## src/rtl/reservation_station_if.sv

```systemverilog
`default_nettype none
// ============================================================================
// reservation_station_if: dispatch, CDB and issue bundle of a reservation station
// Revision: 1.0
// ============================================================================
interface reservation_station_if #(
  parameter int DATA_W = 32,
  parameter int TAG_W  = 3,
  parameter int OP_W   = 4
);
  logic              res_valid_o;
  logic              res_load_i;
  logic [OP_W-1:0]   op_i;
  logic [TAG_W-1:0]  dest_tag_i;
  logic              src1_rdy_i;
  logic              src2_rdy_i;
  logic [TAG_W-1:0]  src1_tag_i;
  logic [TAG_W-1:0]  src2_tag_i;
  logic [DATA_W-1:0] src1_val_i;
  logic [DATA_W-1:0] src2_val_i;
  logic              cdb_valid_i;
  logic [TAG_W-1:0]  cdb_tag_i;
  logic [DATA_W-1:0] cdb_data_i;
  logic              issue_valid_o;
  logic              fu_ready_i;
  logic [OP_W-1:0]   issue_op_o;
  logic [TAG_W-1:0]  issue_dest_o;
  logic [DATA_W-1:0] issue_a_o;
  logic [DATA_W-1:0] issue_b_o;

  modport master (
    input  res_valid_o, issue_valid_o, issue_op_o, issue_dest_o, issue_a_o, issue_b_o,
    output res_load_i, op_i, dest_tag_i, src1_rdy_i, src2_rdy_i, src1_tag_i, src2_tag_i,
           src1_val_i, src2_val_i, cdb_valid_i, cdb_tag_i, cdb_data_i, fu_ready_i
  );

  modport slave (
    output res_valid_o, issue_valid_o, issue_op_o, issue_dest_o, issue_a_o, issue_b_o,
    input  res_load_i, op_i, dest_tag_i, src1_rdy_i, src2_rdy_i, src1_tag_i, src2_tag_i,
           src1_val_i, src2_val_i, cdb_valid_i, cdb_tag_i, cdb_data_i, fu_ready_i
  );
endinterface
`default_nettype wire

```

## src/rtl/reservation_station.sv

```systemverilog
`default_nettype none
// ============================================================================
// reservation_station: holds dispatched ops until both operands arrive, then issues
// Revision: 1.0
// ============================================================================
module reservation_station #(
  parameter int DEPTH  = 4,
  parameter int DATA_W = 32,
  parameter int TAG_W  = 3,
  parameter int OP_W   = 4
) (
  input  wire logic             clk_i,
  input  wire logic             reset_n_i,
  input  wire logic             flush_i,
  reservation_station_if.slave  rs_if
);
  localparam int IDX_W = (DEPTH > 1) ? $clog2(DEPTH) : 1;

  logic [DEPTH-1:0]  busy_q, busy_d;
  logic [DEPTH-1:0]  rdy1_q, rdy1_d;
  logic [DEPTH-1:0]  rdy2_q, rdy2_d;
  logic [OP_W-1:0]   op_q   [DEPTH];
  logic [OP_W-1:0]   op_d   [DEPTH];
  logic [TAG_W-1:0]  dest_q [DEPTH];
  logic [TAG_W-1:0]  dest_d [DEPTH];
  logic [TAG_W-1:0]  tag1_q [DEPTH];
  logic [TAG_W-1:0]  tag1_d [DEPTH];
  logic [TAG_W-1:0]  tag2_q [DEPTH];
  logic [TAG_W-1:0]  tag2_d [DEPTH];
  logic [DATA_W-1:0] val1_q [DEPTH];
  logic [DATA_W-1:0] val1_d [DEPTH];
  logic [DATA_W-1:0] val2_q [DEPTH];
  logic [DATA_W-1:0] val2_d [DEPTH];

  logic [DEPTH-1:0]  cand;
  logic [IDX_W-1:0]  free_idx;
  logic [IDX_W-1:0]  sel_idx;
  logic              any_free;
  logic              any_cand;
  logic              load_fire;
  logic              issue_fire;

  // Candidates come from registered readiness only, so a CDB wakeup never issues in the same cycle.
  assign cand       = busy_q & rdy1_q & rdy2_q;
  assign any_free   = ~(&busy_q);
  assign any_cand   = |cand;
  assign load_fire  = rs_if.res_load_i & any_free;
  assign issue_fire = any_cand & rs_if.fu_ready_i;

  always_comb begin
    free_idx = '0;
    sel_idx  = '0;
    for (int i = DEPTH - 1; i >= 0; i--) begin
      if (!busy_q[i]) free_idx = IDX_W'(i);
      if (cand[i])    sel_idx  = IDX_W'(i);
    end
  end

  always_comb begin
    busy_d = busy_q;
    rdy1_d = rdy1_q;
    rdy2_d = rdy2_q;
    op_d   = op_q;
    dest_d = dest_q;
    tag1_d = tag1_q;
    tag2_d = tag2_q;
    val1_d = val1_q;
    val2_d = val2_q;
    for (int i = 0; i < DEPTH; i++) begin
      if (busy_q[i]) begin
        if (!rdy1_q[i] && rs_if.cdb_valid_i && (rs_if.cdb_tag_i == tag1_q[i])) begin
          rdy1_d[i] = 1'b1;
          val1_d[i] = rs_if.cdb_data_i;
        end
        if (!rdy2_q[i] && rs_if.cdb_valid_i && (rs_if.cdb_tag_i == tag2_q[i])) begin
          rdy2_d[i] = 1'b1;
          val2_d[i] = rs_if.cdb_data_i;
        end
        if (issue_fire && (sel_idx == IDX_W'(i))) busy_d[i] = 1'b0;
      end else if (load_fire && (free_idx == IDX_W'(i))) begin
        busy_d[i] = 1'b1;
        op_d[i]   = rs_if.op_i;
        dest_d[i] = rs_if.dest_tag_i;
        tag1_d[i] = rs_if.src1_tag_i;
        tag2_d[i] = rs_if.src2_tag_i;
        // Operand priority: already valid, then same-cycle CDB bypass, else wait on tag.
        if (rs_if.src1_rdy_i) begin
          rdy1_d[i] = 1'b1;
          val1_d[i] = rs_if.src1_val_i;
        end else if (rs_if.cdb_valid_i && (rs_if.cdb_tag_i == rs_if.src1_tag_i)) begin
          rdy1_d[i] = 1'b1;
          val1_d[i] = rs_if.cdb_data_i;
        end else begin
          rdy1_d[i] = 1'b0;
        end
        if (rs_if.src2_rdy_i) begin
          rdy2_d[i] = 1'b1;
          val2_d[i] = rs_if.src2_val_i;
        end else if (rs_if.cdb_valid_i && (rs_if.cdb_tag_i == rs_if.src2_tag_i)) begin
          rdy2_d[i] = 1'b1;
          val2_d[i] = rs_if.cdb_data_i;
        end else begin
          rdy2_d[i] = 1'b0;
        end
      end
    end
    if (flush_i) busy_d = '0;
  end

  always_ff @(posedge clk_i or negedge reset_n_i) begin
    if (!reset_n_i) begin
      busy_q <= '0;
      rdy1_q <= '0;
      rdy2_q <= '0;
      for (int i = 0; i < DEPTH; i++) begin
        op_q[i]   <= '0;
        dest_q[i] <= '0;
        tag1_q[i] <= '0;
        tag2_q[i] <= '0;
        val1_q[i] <= '0;
        val2_q[i] <= '0;
      end
    end else begin
      busy_q <= busy_d;
      rdy1_q <= rdy1_d;
      rdy2_q <= rdy2_d;
      op_q   <= op_d;
      dest_q <= dest_d;
      tag1_q <= tag1_d;
      tag2_q <= tag2_d;
      val1_q <= val1_d;
      val2_q <= val2_d;
    end
  end

  assign rs_if.res_valid_o   = any_free;
  assign rs_if.issue_valid_o = any_cand;
  assign rs_if.issue_op_o    = any_cand ? op_q[sel_idx]   : '0;
  assign rs_if.issue_dest_o  = any_cand ? dest_q[sel_idx] : '0;
  assign rs_if.issue_a_o     = any_cand ? val1_q[sel_idx] : '0;
  assign rs_if.issue_b_o     = any_cand ? val2_q[sel_idx] : '0;
endmodule
`default_nettype wire

```

## src/flat_wrapper.sv

```systemverilog
// flat-port wrapper written by rule: the top's interface ports become plain ports
module reservation_station_flat 
#(
  parameter int DEPTH  = 4,
  parameter int DATA_W = 32,
  parameter int TAG_W  = 3,
  parameter int OP_W   = 4
)
  (clk_i, reset_n_i, flush_i, rs_if_res_valid_o, rs_if_issue_valid_o, rs_if_issue_op_o, rs_if_issue_dest_o, rs_if_issue_a_o, rs_if_issue_b_o, rs_if_res_load_i, rs_if_op_i, rs_if_dest_tag_i, rs_if_src1_rdy_i, rs_if_src2_rdy_i, rs_if_src1_tag_i, rs_if_src2_tag_i, rs_if_src1_val_i, rs_if_src2_val_i, rs_if_cdb_valid_i, rs_if_cdb_tag_i, rs_if_cdb_data_i, rs_if_fu_ready_i);
  reservation_station_if #(.DATA_W(DATA_W), .TAG_W(TAG_W), .OP_W(OP_W)) rs_if_i ();
  input  wire logic clk_i;
  input  wire logic reset_n_i;
  input  wire logic flush_i;
  output wire logic [$bits(rs_if_i.res_valid_o)-1:0] rs_if_res_valid_o;
  output wire logic [$bits(rs_if_i.issue_valid_o)-1:0] rs_if_issue_valid_o;
  output wire logic [$bits(rs_if_i.issue_op_o)-1:0] rs_if_issue_op_o;
  output wire logic [$bits(rs_if_i.issue_dest_o)-1:0] rs_if_issue_dest_o;
  output wire logic [$bits(rs_if_i.issue_a_o)-1:0] rs_if_issue_a_o;
  output wire logic [$bits(rs_if_i.issue_b_o)-1:0] rs_if_issue_b_o;
  input wire logic [$bits(rs_if_i.res_load_i)-1:0] rs_if_res_load_i;
  input wire logic [$bits(rs_if_i.op_i)-1:0] rs_if_op_i;
  input wire logic [$bits(rs_if_i.dest_tag_i)-1:0] rs_if_dest_tag_i;
  input wire logic [$bits(rs_if_i.src1_rdy_i)-1:0] rs_if_src1_rdy_i;
  input wire logic [$bits(rs_if_i.src2_rdy_i)-1:0] rs_if_src2_rdy_i;
  input wire logic [$bits(rs_if_i.src1_tag_i)-1:0] rs_if_src1_tag_i;
  input wire logic [$bits(rs_if_i.src2_tag_i)-1:0] rs_if_src2_tag_i;
  input wire logic [$bits(rs_if_i.src1_val_i)-1:0] rs_if_src1_val_i;
  input wire logic [$bits(rs_if_i.src2_val_i)-1:0] rs_if_src2_val_i;
  input wire logic [$bits(rs_if_i.cdb_valid_i)-1:0] rs_if_cdb_valid_i;
  input wire logic [$bits(rs_if_i.cdb_tag_i)-1:0] rs_if_cdb_tag_i;
  input wire logic [$bits(rs_if_i.cdb_data_i)-1:0] rs_if_cdb_data_i;
  input wire logic [$bits(rs_if_i.fu_ready_i)-1:0] rs_if_fu_ready_i;
  assign rs_if_res_valid_o = rs_if_i.res_valid_o;
  assign rs_if_issue_valid_o = rs_if_i.issue_valid_o;
  assign rs_if_issue_op_o = rs_if_i.issue_op_o;
  assign rs_if_issue_dest_o = rs_if_i.issue_dest_o;
  assign rs_if_issue_a_o = rs_if_i.issue_a_o;
  assign rs_if_issue_b_o = rs_if_i.issue_b_o;
  assign rs_if_i.res_load_i = rs_if_res_load_i;
  assign rs_if_i.op_i = rs_if_op_i;
  assign rs_if_i.dest_tag_i = rs_if_dest_tag_i;
  assign rs_if_i.src1_rdy_i = rs_if_src1_rdy_i;
  assign rs_if_i.src2_rdy_i = rs_if_src2_rdy_i;
  assign rs_if_i.src1_tag_i = rs_if_src1_tag_i;
  assign rs_if_i.src2_tag_i = rs_if_src2_tag_i;
  assign rs_if_i.src1_val_i = rs_if_src1_val_i;
  assign rs_if_i.src2_val_i = rs_if_src2_val_i;
  assign rs_if_i.cdb_valid_i = rs_if_cdb_valid_i;
  assign rs_if_i.cdb_tag_i = rs_if_cdb_tag_i;
  assign rs_if_i.cdb_data_i = rs_if_cdb_data_i;
  assign rs_if_i.fu_ready_i = rs_if_fu_ready_i;
  reservation_station #(.DEPTH(DEPTH), .DATA_W(DATA_W), .TAG_W(TAG_W), .OP_W(OP_W)) u_core (.clk_i(clk_i), .reset_n_i(reset_n_i), .flush_i(flush_i), .rs_if(rs_if_i));
endmodule
```

## config.mk

```make
export PLATFORM = sky130hd
export DESIGN_NAME = reservation_station_flat
export DESIGN_NICKNAME = d
export VERILOG_FILES = /design/src/rtl/reservation_station_if.sv /design/src/rtl/reservation_station.sv /design/src/flat_wrapper.sv
export SDC_FILE = /design/constraint.sdc
export NUM_CORES = 1
export LEC_CHECK = 0
export BUFFER_PORTS_ARGS = -buffer_cell sky130_fd_sc_hd__buf_2
export CAP_MARGIN = 10
export CORE_MARGIN = 2
export CORE_UTILIZATION = 35
export DETAILED_ROUTE_END_ITERATION = 8
export REMOVE_ABC_BUFFERS = 1
export SLEW_MARGIN = 25
export SYNTH_ARGS = -nofsm -noshare
export SYNTH_HDL_FRONTEND = slang
export SYNTH_SLANG_ARGS = --single-unit
```

## constraint.sdc

```tcl
create_clock -name clk_i -period 1.9 [get_ports clk_i]
set_clock_uncertainty 0.1 [all_clocks]
set_input_delay 0.095 -clock clk_i [delete_from_list [all_inputs] [get_ports clk_i]]
set_output_delay 0.095 -clock clk_i [all_outputs]
set_load 0.01 [all_outputs]
```

Word level (Yosys, flattened, before mapping)
Index checks and enable logic that the tools add are counted.
- register bits: 320
- output and inout port bits: 73
- input bits: 120
- logic and storage cells: 231
- magnitude comparators: 1
- bitwise logic cells: 10
- equal/unequal tests: 24
- reduce and logical (&&, ||, !) cells: 70
- mux-type cells: 93
- operators with widths (cell ; number):
    $mux 32 ; 34
    $bmux 32 s2 ; 2
    $mux 1 ; 40
    $eq 3x3->1 ; 10
    $logic_and 1x1->1 ; 26
    $reduce_and 2->1 ; 12
    $reduce_and 3->1 ; 8
    $reduce_bool 3->1 ; 8
    $mux 2 ; 8
    $mux 4 ; 4
    $ne 2x2->1 const B ; 8
    $mux 3 ; 3
    $and 4x4->4 ; 2
    $bmux 4 s2 ; 1
    $eq 2x2->1 const B ; 4
    $logic_not 1->1 ; 8
    $reduce_bool 2->1 ; 4
    $bmux 3 s2 ; 1
    $not 1->1 ; 5
    $eq 2x1->1 const B ; 2
    $logic_not 2->1 ; 2
    $reduce_and 4->1 ; 1
    $reduce_or 4->1 ; 1
    $ge 3x3->1 const B ; 1
    2 further kinds ; 3

Depth between registers and ports, before layout
Gate-level depths: netlist of the first run.
- depth in word-level cells: 11
- gate-level depth with buffers: 8

Worst setup path after synthesis of the first run
OpenSTA, ideal clock, no wires.
- path type: reg-to-reg
- start point: register u_core.tag1_q[5] (netlist bit)
- end point: register u_core.val1_q[32] (netlist bit)
- arrival time: 1711 ps
- clock period less this slack: 1891 ps
- setup time: 79 ps
- data required time: 1721 ps
- path slack: 9 ps
- stages on the path, launching flop included: 6
- cell sequence: dfrtp_1 xor2_1 or4_4 o22ai_4 buf_12 mux2i_1
- longest elaborated chain between the ends: 4
- RTL lines (element ; RTL line ; text):
    from (decl) ; reservation_station.sv:26 ; logic [TAG_W-1:0] tag1_q [DEPTH];
    from (signal assigned) ; reservation_station.sv:129 ; tag1_q <= tag1_d;
    $eq 3x3->1 ; reservation_station.sv:71 ; if (!rdy1_q[i] && rs_if.cdb_valid_i && (rs_if.cdb_tag_i == tag1_q[i])) begin
    $logic_and 1x1->1 ; reservation_station.sv:71 ;
    $ne 2x2->1 (no line) ; - ;
    $reduce_and 3->1 (no line) ; - ;
    to (signal assigned) ; reservation_station.sv:131 ; val1_q <= val1_d;
    to (decl) ; reservation_station.sv:30 ; logic [DATA_W-1:0] val1_q [DEPTH];
No other way between the ends.
A chain may end at the register's enable or synchronous reset.

Final worst setup path of the first run
- start point: register u_core.busy_q[3]
- end point: output rs_if_issue_b_o[11]
- longest elaborated chain between the ends: 11
- elaborated cells between the ends (all ways): 12
- classes of those cells: mux (8); bitwise (3); reduce/logical (1)
- RTL lines (element ; RTL line ; text):
    from (decl) ; reservation_station.sv:19 ; logic [DEPTH-1:0] busy_q, busy_d;
    from (signal assigned) ; reservation_station.sv:124 ; busy_q <= busy_d;
    $and 4x4->4 * (2 in a row) ; reservation_station.sv:44 ; assign cand = busy_q & rdy1_q & rdy2_q;
    $mux 2 (4 in a row) ; reservation_station.sv:55 ; if (cand[i]) sel_idx = IDX_W'(i);
    $not 2->3 (not written as such) ; reservation_station.sv:141 ; assign rs_if.issue_b_o = any_cand ? val2_q[sel_idx] : '0;
    $bmux 32 s2 ; reservation_station.sv:141 ;
    $mux 32 (not written as such) (2 in a row) ; reservation_station.sv:141 ;
    $mux 32 * ; reservation_station.sv:141 ;
    to (decl) ; flat_wrapper.sv:19 ; output wire logic [$bits(rs_if_i.issue_b_o)-1:0] rs_if_issue_b_o;
Mark *: on every way between the ends. The rest lies on a longest branch, timed or not. The select of a mux whose other input is x is not followed.

==> flow_summary.toml, run 1 <==
[timing]
finalCritPeriodShare_pct = 125
slew_viol_final = 0
rsz0062_at_grt = "true"
fmax_mhz = 420
finalHoldViolCount = 0
worst_pin_slew_ns = 0.542
period_minus_slack_ns = 2.38
finalSetupViolCount = 323
slew_headroom_pct = 63.7
whs_ns = 0.0337
setup_tns_ns = -56.64
fin_ws_ns = -0.480

[layout]
layout-drive-gt1-share_pct = 29.5
syn_to_final_growth_pct = 41.9
final_nets = 2384
utilization_pct = 50.4
diodes = 0

[detailed_routing]
vias = 16165
dr.pass1.iters = 6
drtIter0Drc = 1518
route.detailed.drc = 0
via_per_inst = 5.46
wirelength_um = 70500
wire_per_inst_um = 23.8
ant_nets = 0

[logic_synthesis]
avgSynthCellArea_um2 = 9.59
synth_area_um2 = 17800
post-synth-top-area-cell = "dfrtp_1"
synthCells = 1859
synth_edf_count = 0
synthFlopType = "dfrtp_1"
synth.area.top_cells = "dfrtp_1, mux2i_1, o21ai_0"
synth_common_cells = "dfrtp_1, o21ai_0, inv_1"
synth_top_area_share_pct = 44.9
seq_area_frac_synth_pct = 44.9
synthDistinctLibCells = 44
yosysWarningCount = 0
synthArstFlopShare_pct = 100
ys_ff_latch = 320
synth.most_common_cell = "dfrtp_1"

[flow_run]
drv_cap = 0

[global_routing]
grt_remaining_overflow = 0
use_met1_pct = 35.1
antenna_found_initial = 0
grt_max_degree = 64
grt_usage_pct = 26.1
use_met3_pct = 4.54
grt_pass1_vias = 16593
use_met2_pct = 41.9
grt.busiest_layer = "met2"
grt_pass1_wl_um = 104000

[placed_design]
place_congestion = 0.810
dp_slack_ns = -0.110
port-buffer-count = 192
dp_hpwl_um = 38200

[worst_setup_path]
critPathMaxFanout = 5
worstSetupEndpointType = "output port"
critPathRequiredTime_ns = 1.70
critPathMaxStageDelay_ns = 0.48
critical_path_class = "register to output port"
crit_slowest_cell = "dfrtp_4"
cp.arrival_ns = 2.18
crit_chain = "and3_4 -> and2_4 -> buf_12 -> buf_16 -> a22oi_2 -> o221ai_2 -> buf_2"
cp-start-kind = "register"

[pwr]
power.leakage_nw = 11.2
total_power_mw = 21.7
power_density_nw_per_um2 = 860
ir_drop_uv = 553

[clock_tree]
ctsLongestPathBuffers = 3
clkTransAtPathRegs_ns = 0.06
cts_buffers = 38
tritoncts = "done"
root_buffer = "clkbuf_16"
clk_latency_ns = 0.56
h-tree-depth = 2
cts.sinks = 320

[die]
coreArea_um2 = 50200
die_area_um2 = 52800
die_y_um = 230
initial_core_util_pct = 35.5
io-pin-count = 193
die_w_um = 230
rows = 82

[run_status]
violations = "setup timing"
status = "finished with violations"

[worst_hold_path]
hp-class = "primary input to register"
==> layout by cell type (no fill, tap or decap), drive strengths merged, types with 7 or more instances in the layout <==
cell / count
o21ai: 298
mux2i: 256
inv: 261
clkbuf: 65
mux2: 78
o221ai: 32
nand3: 7
nand2: 156
dfrtp: 320
dlygate4sd3: 118
nand2b: 128
xnor2: 18
xor2: 12
buf: 369
a22oi: 111
==> cell type report <==
| cell class | count | area [um2] |
|---|---|---|
| well taps | 672 | 841 |
| clock inverters | 6 | 65.1 |
| fillers | 4401 | 24900 |
| inverters | 259 | 972 |
| repair buffers | 499 | 5210 |
| flip-flops and latches | 320 | 8020 |
| multi-input cells | 1146 | 9030 |
| clock buffers | 58 | 1150 |
==> critical path: cells and delay by family (launching register included) <==
family,cells,cell delay [ns]
flops,1,0.48
buf+inv,3,0.47
simple gates,2,0.38
compound gates,2,0.29
==> worst paths after layout <==
| kind | cells past startpoint | slack [ns] | endpoint | startpoint |
|---|---|---|---|---|
| worst min register to register | 2 | 0.39 | u_core.tag2_q[0] | u_core.tag2_q[0] |
| worst min-delay path | 4 | 0.03 | u_core.val1_q[56] | rs_if_src1_val_i[24] |
| worst max register to register | 8 | -0.24 | u_core.val1_q[12] | u_core.busy_q[3] |
| max in group asynchronous | 3 | 1.19 | u_core.val2_q[116] | reset_n_i |
| worst max-delay path | 7 | -0.48 | rs_if_issue_b_o[11] | u_core.busy_q[3] |
| min in group asynchronous | 3 | 0.13 | u_core.op_q[15] | reset_n_i |
==> repair_timing <==
| action | in CTS | in global routing |
|---|---|---|
| hold buffers | 119 | 0 |
| buffers inserted | 40 | 15 |
| pin swaps | 20 | 11 |
| gates resized for setup | 202 | 99 |
| hold endpoints to repair | 632 | 0 |
| gates cloned | 34 | 7 |
| setup endpoints to repair | 242 | 349 |
==> per-stage QoR <==
step	instances	area [um2]
CTS	2951	24800
floorplan	1725	17100
finish	2960	25300
global route	2960	25300
detailed placement	2696	20300
global placement	2696	20300
==> routing by layer <==
metal	part of all wire (%)	routed length (um)
met1	43	30200
met2	46	32600
met3	6.7	4730
met4	4.3	3050
met5	0	0
==> state kept, by name (all words and copies together) (netlist names) <==
signal / cells
u_core.tag2_q: 12
u_core.rdy2_q: 4
u_core.op_q: 16
u_core.busy_q: 4
u_core.dest_q: 12
u_core.rdy1_q: 4
u_core.val2_q: 128
u_core.tag1_q: 12
u_core.val1_q: 128
==> cells by family (layout without fill, tap and decap cells) <==
family,count (synthesis),in the layout,share of synthesized area (%)
AO/OA/AOI/OAI,462,462,15.8
buffers and inverters,393,822,9.36
multiplexers,334,334,19.3
flip-flops,320,320,44.9
AND/OR/NAND/NOR,320,320,9.09
XOR/XNOR,30,30,1.47
==> power breakdown <==
part           switching, mW  total [mW]  internal, mW
Combinational           2.76        5.04          2.28
Sequential             0.987        9.36          8.37
Clock                   3.07        7.35          4.29
(Power assumes the default switching activity.)
==> run 2: changes to the inputs <==
==> constraint.sdc (replaced) <==
create_clock -name clk_i -period 2.9 [get_ports clk_i]
set_clock_uncertainty 0.1 [all_clocks]
set_input_delay 0.145 -clock clk_i [delete_from_list [all_inputs] [get_ports clk_i]]
set_output_delay 0.145 -clock clk_i [all_outputs]
set_load 0.01 [all_outputs]
==> run 2 against run 1 <==
  * The flow now finishes without violations
  * Wire length shrank 17%
  * Critical path type unchanged
  * Core utilization shrank 6.4 points
  * Via count shrank 8.0%
  * Non-clock buffer count shrank 134
==> flow_summary.toml, run 2 (synthesis gave the netlist of run 1 again) <==
[worst_setup_path]
reg2regPathDepth = 5
critPathMaxFanout = 31
r2r-start = "u_core.busy_q[0]"
worstSetupEndpointType = "output port"
cp-start-kind = "register"
cp.arrival_ns = 2.54
r2r_end = "u_core.val1_q[10]"
critical_path_class = "register to output port"
critPathRequiredTime_ns = 2.65
reg2reg_slack_ns = 0.31

[global_routing]
grt_pass1_vias = 15484
grt_remaining_overflow = 0
grt_usage_pct = 22.1
antenna_found_initial = 3
grt_pass1_wl_um = 90800
grt_max_degree = 99

[flow_run]
drv_cap = 0

[die]
die_y_um = 230
die_area_um2 = 52800
coreArea_um2 = 50200
die_w_um = 230
initial_core_util_pct = 35.5
rows = 82
io-pin-count = 193

[detailed_routing]
wire_per_inst_um = 20.6
wirelength_um = 58300
dr.pass1.iters = 5
via_per_inst = 5.25
vias = 14879
drtIter0Drc = 1302
ant_nets = 0
route.detailed.drc = 0

[clock_tree]
clk_latency_ns = 0.56
ctsLongestPathBuffers = 3
root_buffer = "clkbuf_16"
clkTransAtPathRegs_ns = 0.06
tritoncts = "done"
postCtsSetupRepairBufs = 0
cts.sinks = 320
h-tree-depth = 2
cts_buffers = 40

[layout]
multiInputGateArea_um2 = 8200
layout_commonest_cell = "dfrtp_1"
syn_to_final_growth_pct = 23.9
reg_top3 = "u_core.val1_q (128), u_core.val2_q (128), u_core.op_q (16)"
final_nets = 2252
final_cell_mix = "dfrtp_1, o21ai_0, inv_1, mux2i_1, buf_2"
layout-drive-gt1-share_pct = 18.6
finalNonFillerCells = 2835
fillers = 4827
seq_area_um2 = 8020

[placed_design]
dp_cells = 2640
dp_hpwl_um = 36600
dp_slack_ns = 0.350
port-buffer-count = 192
place_congestion = 0.840

[worst_hold_path]
holdPathEnd = "u_core.val1_q[96]"
hp-class = "primary input to register"
hold_path_depth = 4
min_from = "rs_if_src1_val_i[0]"

[timing]
fmax_mhz = 359
whs_ns = 0.0173
slew_viol_final = 0
slew_headroom_pct = 29.1
rsz0062_at_grt = "false"
finalHoldViolCount = 0
finalSetupViolCount = 0
worst_pin_slew_ns = 1.06
finalCritPeriodShare_pct = 96.0
period_minus_slack_ns = 2.79
fin_ws_ns = 0.115

[pwr]
power_density_nw_per_um2 = 619
total_power_mw = 13.7
power.leakage_nw = 9.94
ir_drop_uv = 391

[run_status]
status = "finished, final reports clean"
run 2: timing repair:
action	CTS	global route
endpoints found under the hold margin	386	0
hold buffers	122	0
resized for setup	0	4
setup endpoints to repair	0	21
run 2: cell type report:
cell class / count / share of cell area [%]
multi-input combinational: 1146 / 37.1
sequential: 320 / 36.3
timing repair buffer: 365 / 12.5
clock buffer: 61 / 5.40
inverter: 259 / 4.40
tap: 672 / 3.81
clock inverter: 10 / 0.402
antenna: 2 / 0.0227
run 2: report_power, final:
part	leakage, nW	internal [mW]	switching [mW]
sequential	3.45	5.48	0.553
combinational	5.86	1.19	1.56
clock	0.631	2.92	1.98
run 2: critical path, stage by stage, from the launching register on:
cell	delay [ns]
dfrtp_4	0.41
buf_6	0.23
and3_2	0.29
buf_4	0.27
a22oi_1	0.13
o221ai_1	0.42
buf_2	0.23
run 2: through the flow:
step | cell area, um2 | setup TNS [ns] | util (%)
floorplan | 17100 | -476.99 | -
global placement | 19600 | 0 | 39.0
global route | 22100 | 0 | 44.0
finish | 22100 | 0 | 44.0
detailed placement | 19600 | 0 | 39.0
CTS | 22100 | 0 | 44.0
run 2: how the worst max path moves through the flow:
stage                                start                  end
after floorplan           u_core.busy_q[0]   rs_if_issue_a_o[0]
after global placement    u_core.busy_q[0]    u_core.val1_q[26]
after detailed placement  u_core.busy_q[0]    u_core.val1_q[10]
after CTS                 u_core.busy_q[3]   rs_if_issue_a_o[4]
after global routing      u_core.busy_q[2]  rs_if_issue_a_o[15]
final                     u_core.busy_q[2]  rs_if_issue_b_o[15]
run 2: routing by layer:
metal | vias up | wire length [um] | global-route usage, %
met5 | - | 7 | 0
met4 | 2 | 1410 | 6.80
met3 | 100 | 3610 | 3.57
met2 | 512 | 27100 | 35.9
met1 | 7398 | 26200 | 30.3
li1 | 6867 | - | -
